[config.mk]
export PLATFORM = sky130hd
export DESIGN_NAME = irq_sequencer_flat
export DESIGN_NICKNAME = d
export VERILOG_FILES = /design/src/rtl/irq_sequencer_if.sv /design/src/rtl/irq_sequencer.sv /design/src/flat_wrapper.sv
export SDC_FILE = /design/constraint.sdc
export NUM_CORES = 1
export LEC_CHECK = 0
export ABC_CLOCK_PERIOD_IN_PS = 2400
export BUFFER_PORTS_ARGS = -buffer_cell sky130_fd_sc_hd__clkbuf_2
export CAP_MARGIN = 15
export CORE_MARGIN = 10
export CORE_UTILIZATION = 50
export CTS_BUF_LIST = sky130_fd_sc_hd__clkbuf_8
export DETAILED_ROUTE_END_ITERATION = 10
export PLACE_DENSITY = 0.84
export SLEW_MARGIN = 0
export SYNTH_ARGS = -nofsm -noshare
export SYNTH_HDL_FRONTEND = slang
export SYNTH_SLANG_ARGS = --single-unit
[constraint.sdc]
create_clock -name clk -period 2.4 [get_ports clk]
set_clock_uncertainty 0.1 [all_clocks]
set_input_delay 0.48 -clock clk [delete_from_list [all_inputs] [get_ports clk]]
set_output_delay 0.48 -clock clk [all_outputs]
set_load 0.05 [all_outputs]
[src/rtl/irq_sequencer_if.sv]
`default_nettype none
// ============================================================================
//  Module      : irq_sequencer_if
//  Description : CPU-facing interrupt acknowledge bus for the interrupt
//                sequencer: INT request, active-low INTA strobe and the
//                vector byte driven during the second acknowledge pulse.
//  Signals     : inta_n       - interrupt acknowledge from CPU (active low)
//                int_out      - interrupt request to CPU
//                vector       - {vec_base, level}, valid with vector_valid
//                vector_valid - sequencer is driving the vector byte
//  Revision    : 1.0 - initial release
// ============================================================================
interface irq_sequencer_if;
  logic       inta_n;
  logic       int_out;
  logic [7:0] vector;
  logic       vector_valid;

  // CPU side
  modport master (
    output inta_n,
    input  int_out,
    input  vector,
    input  vector_valid
  );

  // Sequencer side
  modport slave (
    input  inta_n,
    output int_out,
    output vector,
    output vector_valid
  );
endinterface
`default_nettype wire

[src/rtl/irq_sequencer.sv]
`default_nettype none
// ============================================================================
//  Module      : irq_sequencer
//  Description : Interrupt sequencer of the programmable interrupt controller.
//                Latches IR lines into IRR, masks with IMR, resolves fully
//                nested priority against ISR, raises INT and runs the
//                two-pulse INTA handshake delivering the vector byte. Retires
//                in-service levels on non-specific EOI or AEOI.
//  Ports       : clk, rst_n    - clock, asynchronous active-low reset
//                ir            - raw interrupt requests
//                imr           - mask (1 = masked)
//                vec_base      - vector bits T7..T3
//                ltim          - 1 = level triggered, 0 = edge triggered
//                aeoi          - automatic EOI enable
//                eoi           - one-cycle non-specific EOI pulse
//                bus (slave)   - inta_n / int_out / vector / vector_valid
//                irr, isr      - request and in-service registers
//  Options     : ROTATE_PRIORITY_EN - automatic priority rotation on EOI/AEOI
//  Revision    : 1.0 - initial release
// ============================================================================
module irq_sequencer #(
  parameter int NUM_IR = 8
) (
  input  wire logic              clk,
  input  wire logic              rst_n,
  input  wire logic [NUM_IR-1:0] ir,
  input  wire logic [NUM_IR-1:0] imr,
  input  wire logic [4:0]        vec_base,
  input  wire logic              ltim,
  input  wire logic              aeoi,
  input  wire logic              eoi,
  irq_sequencer_if.slave         bus,
  output logic      [NUM_IR-1:0] irr,
  output logic      [NUM_IR-1:0] isr
);

  typedef enum logic [1:0] {
    S_IDLE = 2'd0,
    S_REQ  = 2'd1,
    S_ACK1 = 2'd2,
    S_ACK2 = 2'd3
  } state_t;

  // Pointer names the lowest-priority level; 7 gives IR0 highest.
  localparam logic [2:0] c_PTR_RESET = 3'd7;

  // Rank 0 is the highest priority for the given pointer.
  function automatic logic [2:0] f_rank(input logic [2:0] idx, input logic [2:0] ptr);
    return idx - ptr - 3'd1;
  endfunction

  // Returns {found, index} of the highest-priority set bit.
  function automatic logic [3:0] f_pick(input logic [NUM_IR-1:0] req, input logic [2:0] ptr);
    logic [3:0] res;
    logic [2:0] idx;
    res = 4'd0;
    for (int i = NUM_IR - 1; i >= 0; i--) begin
      idx = ptr + 3'd1 + 3'(i);
      if (req[idx]) res = {1'b1, idx};
    end
    return res;
  endfunction

  // Highest request that strictly beats the highest in-service level.
  function automatic logic [3:0] f_cand(input logic [NUM_IR-1:0] req,
                                        input logic [NUM_IR-1:0] srv,
                                        input logic [2:0]        ptr);
    logic [3:0] p;
    logic [3:0] s;
    p = f_pick(req, ptr);
    s = f_pick(srv, ptr);
    if (p[3] && (!s[3] || (f_rank(p[2:0], ptr) < f_rank(s[2:0], ptr))))
      return p;
    return 4'd0;
  endfunction

  state_t            r_state;
  state_t            w_state_nxt;
  logic [NUM_IR-1:0] r_ir_q;
  logic              r_inta_q;
  logic              r_inta_qq;
  logic [NUM_IR-1:0] r_irr;
  logic [NUM_IR-1:0] r_isr;
  logic [2:0]        r_level;
  logic              r_spurious;
  logic [7:0]        r_vector;
  logic              r_vector_valid;
  logic [2:0]        w_ptr;

  logic              w_inta_fall;
  logic              w_inta_rise;
  logic [3:0]        w_cand;
  logic [3:0]        w_ack_cand;
  logic [3:0]        w_isr_top;
  logic              w_ack;
  logic              w_vec_load;
  logic              w_done;
  logic [NUM_IR-1:0] w_ack_set;
  logic [NUM_IR-1:0] w_eoi_clr;
  logic [NUM_IR-1:0] w_aeoi_clr;
  logic [NUM_IR-1:0] w_irr_nxt;
  logic [NUM_IR-1:0] w_isr_nxt;

`ifdef ROTATE_PRIORITY_EN
  logic [2:0] r_ptr;
  assign w_ptr = r_ptr;

  // Retired level becomes the lowest priority; AEOI and EOI are exclusive in
  // practice, AEOI takes precedence if both land together.
  always_ff @(posedge clk or negedge rst_n) begin
    if (!rst_n)                r_ptr <= c_PTR_RESET;
    else if (|w_aeoi_clr)      r_ptr <= r_level;
    else if (|w_eoi_clr)       r_ptr <= w_isr_top[2:0];
  end
`else
  assign w_ptr = c_PTR_RESET;
`endif

  assign w_inta_fall = r_inta_qq & ~r_inta_q;
  assign w_inta_rise = ~r_inta_qq & r_inta_q;

  assign w_cand    = f_cand(r_irr & ~imr, r_isr, w_ptr);
  // At the first INTA a request only counts if its line is still high;
  // a pulse that already dropped makes the cycle spurious.
  assign w_ack_cand = f_cand(r_irr & r_ir_q & ~imr, r_isr, w_ptr);
  assign w_isr_top  = f_pick(r_isr, w_ptr);

  always_comb begin
    w_state_nxt = r_state;
    w_ack       = 1'b0;
    w_vec_load  = 1'b0;
    w_done      = 1'b0;
    case (r_state)
      S_IDLE: if (w_cand[3]) w_state_nxt = S_REQ;
      S_REQ: begin
        if (w_inta_fall) begin
          w_state_nxt = S_ACK1;
          w_ack       = 1'b1;
        end else if (!w_cand[3]) begin
          w_state_nxt = S_IDLE;
        end
      end
      S_ACK1: begin
        if (w_inta_fall) begin
          w_state_nxt = S_ACK2;
          w_vec_load  = 1'b1;
        end
      end
      S_ACK2: begin
        if (w_inta_rise) begin
          w_state_nxt = S_IDLE;
          w_done      = 1'b1;
        end
      end
      default: w_state_nxt = S_IDLE;
    endcase
  end

  assign w_ack_set  = (w_ack && w_ack_cand[3]) ? (NUM_IR'(1) << w_ack_cand[2:0]) : '0;
  assign w_eoi_clr  = (eoi && w_isr_top[3]) ? (NUM_IR'(1) << w_isr_top[2:0]) : '0;
  assign w_aeoi_clr = (w_done && aeoi && !r_spurious) ? (NUM_IR'(1) << r_level) : '0;

  // EOI/AEOI clear first, then the newly acknowledged level is set.
  assign w_isr_nxt = (r_isr & ~w_eoi_clr & ~w_aeoi_clr) | w_ack_set;

  always_comb begin
    w_irr_nxt = (r_irr & ~(w_ack ? (~r_ir_q | w_ack_set) : '0)) | (ir & ~r_ir_q);
    if (ltim) w_irr_nxt = ir;
  end

  always_ff @(posedge clk or negedge rst_n) begin
    if (!rst_n) begin
      r_state        <= S_IDLE;
      r_ir_q         <= '0;
      r_inta_q       <= 1'b1;
      r_inta_qq      <= 1'b1;
      r_irr          <= '0;
      r_isr          <= '0;
      r_level        <= 3'd7;
      r_spurious     <= 1'b0;
      r_vector       <= 8'd0;
      r_vector_valid <= 1'b0;
    end else begin
      r_state   <= w_state_nxt;
      r_ir_q    <= ir;
      r_inta_q  <= bus.inta_n;
      r_inta_qq <= r_inta_q;
      r_irr     <= w_irr_nxt;
      r_isr     <= w_isr_nxt;
      if (w_ack) begin
        r_level    <= w_ack_cand[3] ? w_ack_cand[2:0] : 3'd7;
        r_spurious <= ~w_ack_cand[3];
      end
      if (w_vec_load) begin
        r_vector       <= {vec_base, r_level};
        r_vector_valid <= 1'b1;
      end else if (w_done) begin
        r_vector_valid <= 1'b0;
      end
    end
  end

  assign bus.int_out      = (r_state == S_REQ);
  assign bus.vector       = r_vector;
  assign bus.vector_valid = r_vector_valid;
  assign irr              = r_irr;
  assign isr              = r_isr;

endmodule
`default_nettype wire

[src/flat_wrapper.sv]
// flat-port wrapper written by rule: the top's interface ports become plain ports
module irq_sequencer_flat 
#(
  parameter int NUM_IR = 8
)
  (clk, rst_n, ir, imr, vec_base, ltim, aeoi, eoi, irr, isr, bus_inta_n, bus_int_out, bus_vector, bus_vector_valid);
  irq_sequencer_if bus_i ();
  input  wire logic clk;
  input  wire logic rst_n;
  input  wire logic [NUM_IR-1:0] ir;
  input  wire logic [NUM_IR-1:0] imr;
  input  wire logic [4:0] vec_base;
  input  wire logic ltim;
  input  wire logic aeoi;
  input  wire logic eoi;
  output logic      [NUM_IR-1:0] irr;
  output logic      [NUM_IR-1:0] isr;
  input wire logic [$bits(bus_i.inta_n)-1:0] bus_inta_n;
  output wire logic [$bits(bus_i.int_out)-1:0] bus_int_out;
  output wire logic [$bits(bus_i.vector)-1:0] bus_vector;
  output wire logic [$bits(bus_i.vector_valid)-1:0] bus_vector_valid;
  assign bus_i.inta_n = bus_inta_n;
  assign bus_int_out = bus_i.int_out;
  assign bus_vector = bus_i.vector;
  assign bus_vector_valid = bus_i.vector_valid;
  irq_sequencer #(.NUM_IR(NUM_IR)) u_core (.clk(clk), .rst_n(rst_n), .ir(ir), .imr(imr), .vec_base(vec_base), .ltim(ltim), .aeoi(aeoi), .eoi(eoi), .bus(bus_i), .irr(irr), .isr(isr));
endmodule
==> impl_metrics.py, run 1 <==
metrics = {
    "finish": {
        "n_fill_cell": 337,
        "finalNonFillerCells": 393,
        "fin_util": 0.715,
        "insertedDiodeCount": 0,
        "fin_nets": 370,
        "syn_to_final_growth_pct": 37.0,
        "fin_area_um2": 3160,
        "drive_gt1_frac": 0.408,
    },
    "critical_path": {
        "r2r-start": "u_core.irr[3]$_DFF_PN0_",
        "critPathKind": "flip-flop to flip-flop",
        "cp-end-kind": "flip-flop",
        "r2r_slack_ns": 0.01,
        "cp-start-kind": "flip-flop",
        "crit_slowest_cell": "dfrtp_1",
        "cp.arrival_ns": 2.48,
        "worstPathCellList": "nand3b_1 > nand4_1 > a31oi_1 > ha_2 > nand2_1 > a21oi_4 > or3_1 > a41o_1",
        "crit_family": "simple AND/OR/NAND/NOR gates",
        "critPathMaxFanout": 7,
        "startpoint": "u_core.irr[3]$_DFF_PN0_",
        "critPathMaxStageDelay_ns": 0.43,
        "crit_required_ns": 2.49,
        "critical_path_buf_inv_count": 0,
    },
    "placement": {
        "portBuffers": 52,
        "postPlaceCellArea_um2": 2920,
        "dp_cells": 381,
        "dp_hpwl_um": 5260,
        "place_ws_ns": -0.0889,
        "gp_congestion": 0.905,
    },
    "power": {
        "power.switching_mw": 1.52,
        "seq_power_share": 0.298,
        "power_density_nw_per_um2": 1090,
        "leakage_nw": 1.47,
        "p_total_mw": 3.43,
        "swShare": 0.444,
        "ir_drop_uv": 556,
        "combPwrFrac": 0.504,
        "clockPowerShare": 0.198,
        "p_int_mw": 1.91,
    },
    "clock_tree": {
        "numCtsBuffers": 5,
        "cts-hold-fix-buffers": 0,
        "cts_tree": "yes",
        "clock_sinks": 41,
        "clkTransAtPathRegs_ns": 0.09,
        "htreeDepth": 2,
        "cts_root_buf": "clkbuf_8",
        "clock_latency_ns": 0.30,
        "cts_buffer_depth": 2,
    },
    "floorplan": {
        "start_util": 0.522,
        "ios": 53,
        "dieHeight_um": 87.9,
        "core_um2": 4410,
        "design.die.area_um2": 7720,
        "rows": 24,
        "die_w_um": 87.9,
    },
    "job": {
        "maxCapViolCount": 0,
    },
    "synth": {
        "ys.warnings.count": 0,
        "async_flop_share": 1.00,
        "ys_seq_area_frac": 0.448,
        "synth_seq_cells": 41,
        "synth-edff-count": 0,
        "synth-main-ff-cell": "dfrtp_1",
        "syn_avg_cell_area_um2": 9.52,
        "syn_nets": 272,
        "ys_types": 55,
        "synthCells": 242,
        "synth_area_um2": 2300,
    },
    "timing": {
        "setup_viol": 0,
        "relSlewSlack": 0.449,
        "rsz0062_at_grt": "true",
        "final_hold_viol_count": 0,
        "hold_slack_ns": 0.154,
        "fin_crit_ns": 2.39,
        "period_share": 0.995,
        "fmax_mhz": 419,
        "slew_viol_final": 0,
        "worst_slew_pin_slew_ns": 0.827,
        "setup_tns_ns": 0,
        "setup_ws_ns": 0.0126,
    },
    "global_route": {
        "grt_max_degree": 34,
        "first_global_vias": 2293,
        "grt_pass1_wl_um": 11000,
        "grt_overflow": 0,
        "grt_antenna_before_repair": 0,
        "grt_usage": 0.175,
    },
    "detailed_routing": {
        "wire_per_inst_um": 17.4,
        "ant_nets": 0,
        "firstDrtPassIters": 4,
        "vias": 2315,
        "drt-total-wl_um": 6850,
        "drtIter0Drc": 141,
        "top_layer": "met4",
        "wl_met2_um": 3310,
        "vias_per_cell": 5.89,
        "wl_met1_um": 2840,
        "wl_met3_um": 520,
        "remaining_drc_errors": 0,
    },
    "run_status": {
        "status": "complete, no violations",
    },
    "worst_hold_path": {
        "hp-class": "primary input to flip-flop",
        "worstHoldStart": "bus_inta_n",
    },
}
[power groups by stage]
stage,Sequential [mW],Combinational (mW),Clock (mW)
after floorplan,1.40,0.695,0
after detailed placement,1.03,1.61,0
after global routing,1.05,1.86,0.710
after global placement,1.02,1.59,0
final,1.02,1.73,0.678
after CTS,1.01,1.63,0.683
[path summary, 6_finish.rpt]
kind | to | cells after the start
min in group asynchronous | u_core.r_ir_q[4]$_DFF_PN0_ | 1
max in group asynchronous | u_core.bus.vector[4]$_DFFE_PN0P_ | 2
setup / recovery | u_core.irr[1]$_DFF_PN0_ | 8
hold / removal | u_core.r_inta_q$_DFF_PN1_ | 1
hold reg to reg | u_core.r_inta_qq$_DFF_PN1_ | 0
setup reg to reg | u_core.irr[1]$_DFF_PN0_ | 8
[kinds of logic (layout without fill, tap and decap cells)]
logic type | Yosys count | count (layout) | synth area share
compound gates | 75 | 75 | 0.232
fa+ha+maj | 4 | 4 | 0.0206
buf+inv | 17 | 116 | 0.0293
flops | 41 | 41 | 0.448
mux | 8 | 8 | 0.0391
simple gates | 97 | 97 | 0.231
[placed cells by master, fill, tap and decap left out, types with 8 or more instances in the layout]
| cell | netlist | layout |
|---|---|---|
| clkbuf_2 | 0 | 52 |
| buf_4 | 0 | 43 |
| dfrtp_1 | 36 | 30 |
| nand2_1 | 29 | 28 |
| nor2_1 | 17 | 17 |
| a21oi_1 | 15 | 14 |
| inv_1 | 12 | 12 |
| nand3b_1 | 10 | 10 |
| o21ai_0 | 11 | 10 |
| nor2b_1 | 8 | 8 |
| nand2b_1 | 8 | 8 |
| mux2_2 | 8 | 8 |
[layout make-up]
cell class,count,area [um^2],area share
Clock buffer,5,68.8,0.0218
Clock inverter,3,68.8,0.0218
Inverter,13,48.8,0.0155
Multi-Input combinational cell,184,1280,0.406
Sequential cell,41,1040,0.329
Tap cell,52,65.1,0.0206
Timing Repair Buffer,95,583,0.185
[what timing repair did]
| item | in CTS | in global routing |
|---|---|---|
| endpoints found under the hold margin | 0 | 0 |
| pin swaps | 0 | 6 |
| setup buffers | 0 | 4 |
| resized for setup | 1 | 10 |
| endpoints found under the setup margin | 1 | 11 |
[layer usage]
metal | vias up | GRT usage
met4 | 0 | 0.0551
met3 | 18 | 0.0455
met2 | 94 | 0.280
met5 | - | 0
met1 | 1104 | 0.224
li1 | 1099 | -
[synth_stat cells (4+ instances only)]
cell      number  area [um^2]
nor2b_1        8         50.1
o221ai_1       5         43.8
nor2_1        17         63.8
a31oi_1        4         25.0
mux2_2         8         90.1
dfrtp_1       36          901
o211ai_1       4         30.0
nand2b_1       8         50.1
nand3b_1      10         75.1
nand3_1        4         20.0
nand2_1       29          109
dfstp_2        5          131
a21oi_1       15         75.1
nor3_1         5         25.0
inv_1         12         45.0
o21ai_0       11         55.1
[sequential cells by signal, indices dropped and copies added (netlist names), named ones only]
register / flops
u_core.r_state: 1
u_core.r_ir_q: 8
u_core.r_inta_qq: 1
u_core.isr: 8
u_core.r_inta_q: 1
u_core.r_spurious: 1
u_core.irr: 8
u_core.bus.vector: 8
u_core.bus.vector_valid: 1
u_core.r_level: 3
No activity file was read; power rests on OpenSTA's default activity.
==> run 2, diff against run 1 <==
ABC_CLOCK_PERIOD_IN_PS = 2300   (was 2400)
CORE_UTILIZATION = 55   (was 50)
PLACE_DENSITY = unset   (was 0.84)
PLACE_DENSITY_LB_ADDON = 0.3   (was unset)
SETUP_SLACK_MARGIN = 0.15   (was unset)
clock period = 2.3 ns   (was 2.4 ns; I/O delays follow)
==> impl_metrics.py, run 2 (synthesis results as in run 1) <==
metrics = {
    "placement": {
        "portBuffers": 52,
        "dp_hpwl_um": 5080,
        "gp_congestion": 0.955,
        "place_ws_ns": -0.0964,
    },
    "global_route": {
        "grt_pass1_wl_um": 11100,
        "grt_max_degree": 23,
        "grt_usage": 0.185,
        "grt_antenna_before_repair": 0,
        "first_global_vias": 2345,
        "grt_overflow": 0,
    },
    "detailed_routing": {
        "vias_per_cell": 6.08,
        "vias": 2390,
        "drtIter0Drc": 191,
        "remaining_drc_errors": 0,
        "firstDrtPassIters": 4,
        "ant_nets": 0,
        "drt-total-wl_um": 7180,
        "wire_per_inst_um": 18.3,
    },
    "finish": {
        "final_cell_mix": "clkbuf_2 (52), buf_4 (41), dfrtp_1 (30)",
        "layout_commonest_cell": "clkbuf_2",
        "fin_nets": 372,
        "n_fill_cell": 261,
        "syn_to_final_growth_pct": 41.3,
        "drive_gt1_frac": 0.452,
        "insertedDiodeCount": 0,
    },
    "clock_tree": {
        "clkTransAtPathRegs_ns": 0.09,
        "htreeDepth": 2,
        "clock_latency_ns": 0.31,
        "cts_buffer_depth": 2,
        "cts_root_buf": "clkbuf_8",
        "numCtsBuffers": 5,
        "cts_tree": "yes",
        "clock_sinks": 41,
    },
    "critical_path": {
        "critPathMaxFanout": 5,
        "cp.arrival_ns": 2.41,
        "critPathKind": "flip-flop to flip-flop",
        "crit_required_ns": 2.41,
        "cp-start-kind": "flip-flop",
        "r2r_slack_ns": -0.003,
        "crit_family": "simple AND/OR/NAND/NOR gates",
        "cp-end-kind": "flip-flop",
        "worstPathCellList": "nor4_4 > o41ai_4 > ha_4 > a21oi_4 > nand4_1 > nand3b_1 > a41o_1",
        "critPathMaxStageDelay_ns": 0.43,
        "crit_slowest_cell": "dfrtp_2",
        "critical_path_buf_inv_count": 0,
    },
    "timing": {
        "period_share": 1.00,
        "setup_ws_ns": -0.00291,
        "relSlewSlack": 0.575,
        "final_hold_viol_count": 0,
        "worst_slew_pin_slew_ns": 0.635,
        "setup_viol": 1,
        "slew_viol_final": 0,
        "rsz0062_at_grt": "true",
        "fin_crit_ns": 2.30,
        "fmax_mhz": 434,
    },
    "floorplan": {
        "design.die.area_um2": 7180,
        "ios": 53,
        "die_w_um": 84.7,
        "start_util": 0.572,
        "dieHeight_um": 84.7,
        "core_um2": 4030,
        "rows": 23,
    },
    "power": {
        "p_total_mw": 3.68,
        "combPwrFrac": 0.542,
        "p_int_mw": 1.97,
        "swShare": 0.464,
        "power.switching_mw": 1.71,
        "leakage_nw": 1.49,
        "power_density_nw_per_um2": 1130,
        "clockPowerShare": 0.164,
        "seq_power_share": 0.294,
        "ir_drop_uv": 510,
    },
    "run_status": {
        "status": "finished with violations",
        "violations": "setup timing",
    },
    "worst_hold_path": {
        "hp-class": "primary input to async pin",
    },
    "job": {
        "maxCapViolCount": 0,
    },
}
run 2: final timing paths:
check / cells after the start / from / to
setup reg to reg: 7 / u_core.isr[2]$_DFF_PN0_ / u_core.irr[3]$_DFF_PN0_
setup / recovery: 7 / u_core.isr[2]$_DFF_PN0_ / u_core.irr[3]$_DFF_PN0_
min in group clk: 1 / bus_inta_n / u_core.r_inta_q$_DFF_PN1_
hold reg to reg: 0 / u_core.r_inta_q$_DFF_PN1_ / u_core.r_inta_qq$_DFF_PN1_
max in group asynchronous: 2 / rst_n / u_core.r_inta_qq$_DFF_PN1_
hold / removal: 1 / rst_n / u_core.irr[3]$_DFF_PN0_
run 2: what timing repair did:
item / 4_1_cts / 5_1_grt
buffers inserted: 5 / 7
pin swaps: 8 / 14
endpoints found under the setup margin: 14 / 20
hold buffers: 0 / 0
resized for setup: 6 / 23
run 2: per-layer routing:
layer  wire length, um  share of wire  global-route usage
met5                 0              0                   0
met2              3470           0.48               0.296
met4               201          0.028              0.0719
met3               497          0.069              0.0522
met1              3010           0.42               0.231
run 2: cell type report:
cell class / count / area (um^2) / share of cell area
Multi-Input combinational cell: 184 / 1370 / 0.420
Sequential cell: 41 / 1040 / 0.319
Timing Repair Buffer: 97 / 622 / 0.191
Clock buffer: 5 / 68.8 / 0.0211
Tap cell: 50 / 62.6 / 0.0192
Inverter: 13 / 48.8 / 0.0150
Clock inverter: 3 / 46.3 / 0.0142
run 2: power by group through the flow:
stage               clock (mW)  sequential (mW)  combinational, mW
floorplan                    0             1.46              0.770
global placement             0             1.07               1.66
detailed placement           0             1.08               1.67
CTS                      0.602             1.07               1.79
global route             0.634             1.11               2.11
finish                   0.605             1.08               1.99
run 2: metrics by stage:
stage	utilization	std cells	instance area (um^2)	setup TNS (ns)	hold slack, ns
after floorplan	-	242	2340	-0.0893	0.0644
after global placement	0.722	373	2910	-0.226	0.280
after detailed placement	0.722	373	2910	-0.329	0.286
after CTS	0.772	386	3110	0	0.0529
after global routing	0.808	393	3260	-0.254	0.0803
final	0.808	393	3260	-0.00291	0.0319
==> run 3, diff against run 2 <==
PLACE_DENSITY = 0.81   (was unset)
PLACE_DENSITY_LB_ADDON = unset   (was 0.3)
==> impl_metrics.py, run 3 (synthesis results as in run 1) <==
metrics = {
    "timing": {
        "slew_viol_final": 0,
        "final_hold_viol_count": 0,
        "rsz0062_at_grt": "true",
        "worst_slew_pin_slew_ns": 0.885,
        "relSlewSlack": 0.408,
        "period_share": 1.05,
        "fin_crit_ns": 2.41,
        "setup_viol": 13,
        "fmax_mhz": 415,
        "setup_ws_ns": -0.110,
    },
    "power": {
        "seq_power_share": 0.260,
        "leakage_nw": 1.63,
        "combPwrFrac": 0.593,
        "power.switching_mw": 1.94,
        "p_int_mw": 2.18,
        "clockPowerShare": 0.147,
        "swShare": 0.470,
        "p_total_mw": 4.12,
        "power_density_nw_per_um2": 1160,
        "ir_drop_uv": 564,
    },
    "detailed_routing": {
        "remaining_drc_errors": 0,
        "ant_nets": 0,
        "vias": 2712,
        "wire_per_inst_um": 22.3,
        "firstDrtPassIters": 7,
        "drtIter0Drc": 358,
        "wl_met1_um": 3270,
        "wl_met2_um": 4440,
        "top_layer": "met4",
        "drt-total-wl_um": 9180,
        "vias_per_cell": 6.58,
        "wl_met3_um": 899,
    },
    "clock_tree": {
        "cts_tree": "yes",
        "clkTransAtPathRegs_ns": 0.09,
        "numCtsBuffers": 5,
        "cts-hold-fix-buffers": 0,
        "htreeDepth": 2,
        "cts_buffer_depth": 2,
        "clock_latency_ns": 0.31,
        "clock_sinks": 41,
        "cts_root_buf": "clkbuf_8",
    },
    "floorplan": {
        "start_util": 0.572,
        "die_w_um": 84.7,
        "design.die.area_um2": 7180,
        "core_um2": 4030,
        "dieHeight_um": 84.7,
        "rows": 23,
        "ios": 53,
    },
    "placement": {
        "dp_hpwl_um": 5290,
        "dp_cells": 385,
        "portBuffers": 52,
        "place_ws_ns": -0.137,
        "gp_congestion": 0.948,
    },
    "global_route": {
        "grt_max_degree": 42,
        "grt_usage": 0.208,
        "first_global_vias": 2531,
        "grt_antenna_before_repair": 0,
        "grt_overflow": 0,
        "grt_pass1_wl_um": 12300,
    },
    "critical_path": {
        "critPathKind": "flip-flop to flip-flop",
        "worst_r2r_endpoint": "u_core.irr[3]$_DFF_PN0_",
        "crit_required_ns": 2.40,
        "cp-end-kind": "flip-flop",
        "cp-start-kind": "flip-flop",
        "r2r-start": "u_core.isr[0]$_DFF_PN0_",
        "cp.arrival_ns": 2.51,
        "r2r_slack_ns": -0.11,
        "ff2ff_path_depth": 7,
        "critPathMaxFanout": 5,
    },
    "job": {
        "maxCapViolCount": 0,
    },
    "finish": {
        "layout_commonest_cell": "buf_4",
        "fin_nets": 391,
        "insertedDiodeCount": 0,
        "syn_to_final_growth_pct": 53.7,
        "drive_gt1_frac": 0.514,
        "n_fill_cell": 184,
        "final_cell_mix": "buf_4 (56), clkbuf_2 (52), dfrtp_1 (30)",
        "finalNonFillerCells": 412,
    },
    "worst_hold_path": {
        "hp-class": "primary input to async pin",
    },
    "run_status": {
        "violations": "setup timing",
        "status": "finished with violations",
    },
}
[run 3: worst max-delay path by stage]
stage / startpoint / endpoint / slack (ns) / depth (start not counted)
2_1_floorplan: u_core.isr[0]$_DFF_PN0_ / u_core.irr[1]$_DFF_PN0_ / -0.04 / 7
6_report: u_core.isr[0]$_DFF_PN0_ / u_core.irr[3]$_DFF_PN0_ / -0.11 / 7
4_1_cts: u_core.isr[2]$_DFF_PN0_ / u_core.irr[4]$_DFF_PN0_ / 0.06 / 7
5_1_grt: u_core.isr[0]$_DFF_PN0_ / u_core.irr[3]$_DFF_PN0_ / -0.22 / 7
3_5_place_dp: imr[5] / u_core.irr[7]$_DFF_PN0_ / -0.14 / 9
3_3_place_gp: imr[5] / u_core.irr[7]$_DFF_PN0_ / -0.07 / 10
[run 3: critical path: stages, from the launching register on]
cell      delay, ns
dfrtp_2        0.43
nor4_4         0.39
o41ai_4        0.19
ha_4           0.22
a21oi_4        0.24
nand4_1        0.25
nand3b_1       0.27
a41o_1         0.21
[run 3: cell type report]
class	count	area (um^2)	share of cell area
Sequential cell	41	1040	0.294
Inverter	13	48.8	0.0138
Clock buffer	5	68.8	0.0194
Tap cell	50	62.6	0.0177
Multi-Input combinational cell	184	1490	0.421
Clock inverter	3	46.3	0.0131
Timing Repair Buffer	116	783	0.221
[run 3: per-stage QoR]
stage	utilization	cell area (um^2)	hold WS (ns)	setup TNS, ns
after floorplan	-	2340	0.0644	-0.0893
after global placement	0.741	2990	0.280	-0.227
after detailed placement	0.741	2990	0.283	-0.937
after CTS	0.805	3240	0.129	0
after global routing	0.879	3540	0.123	-2.14
final	0.879	3540	0.0965	-0.852
[run 3: power groups by stage]
stage	sequential [mW]	combinational (mW)	clock, mW
3_5_place_dp	1.06	1.76	0
2_1_floorplan	1.46	0.770	0
5_1_grt	1.09	2.55	0.638
6_report	1.07	2.45	0.607
3_3_place_gp	1.05	1.75	0
4_1_cts	1.05	1.96	0.601
[run 3: repair_timing]
action	CTS	global route
resized for setup	13	43
setup buffers	8	11
setup endpoints to repair	17	21
pin swaps	9	28
[run 3: layer usage]
layer / vias up / GRT usage
li1: 1135 / -
met3: 67 / 0.0686
met2: 232 / 0.343
met1: 1278 / 0.237
met5: - / 0
met4: 0 / 0.0973
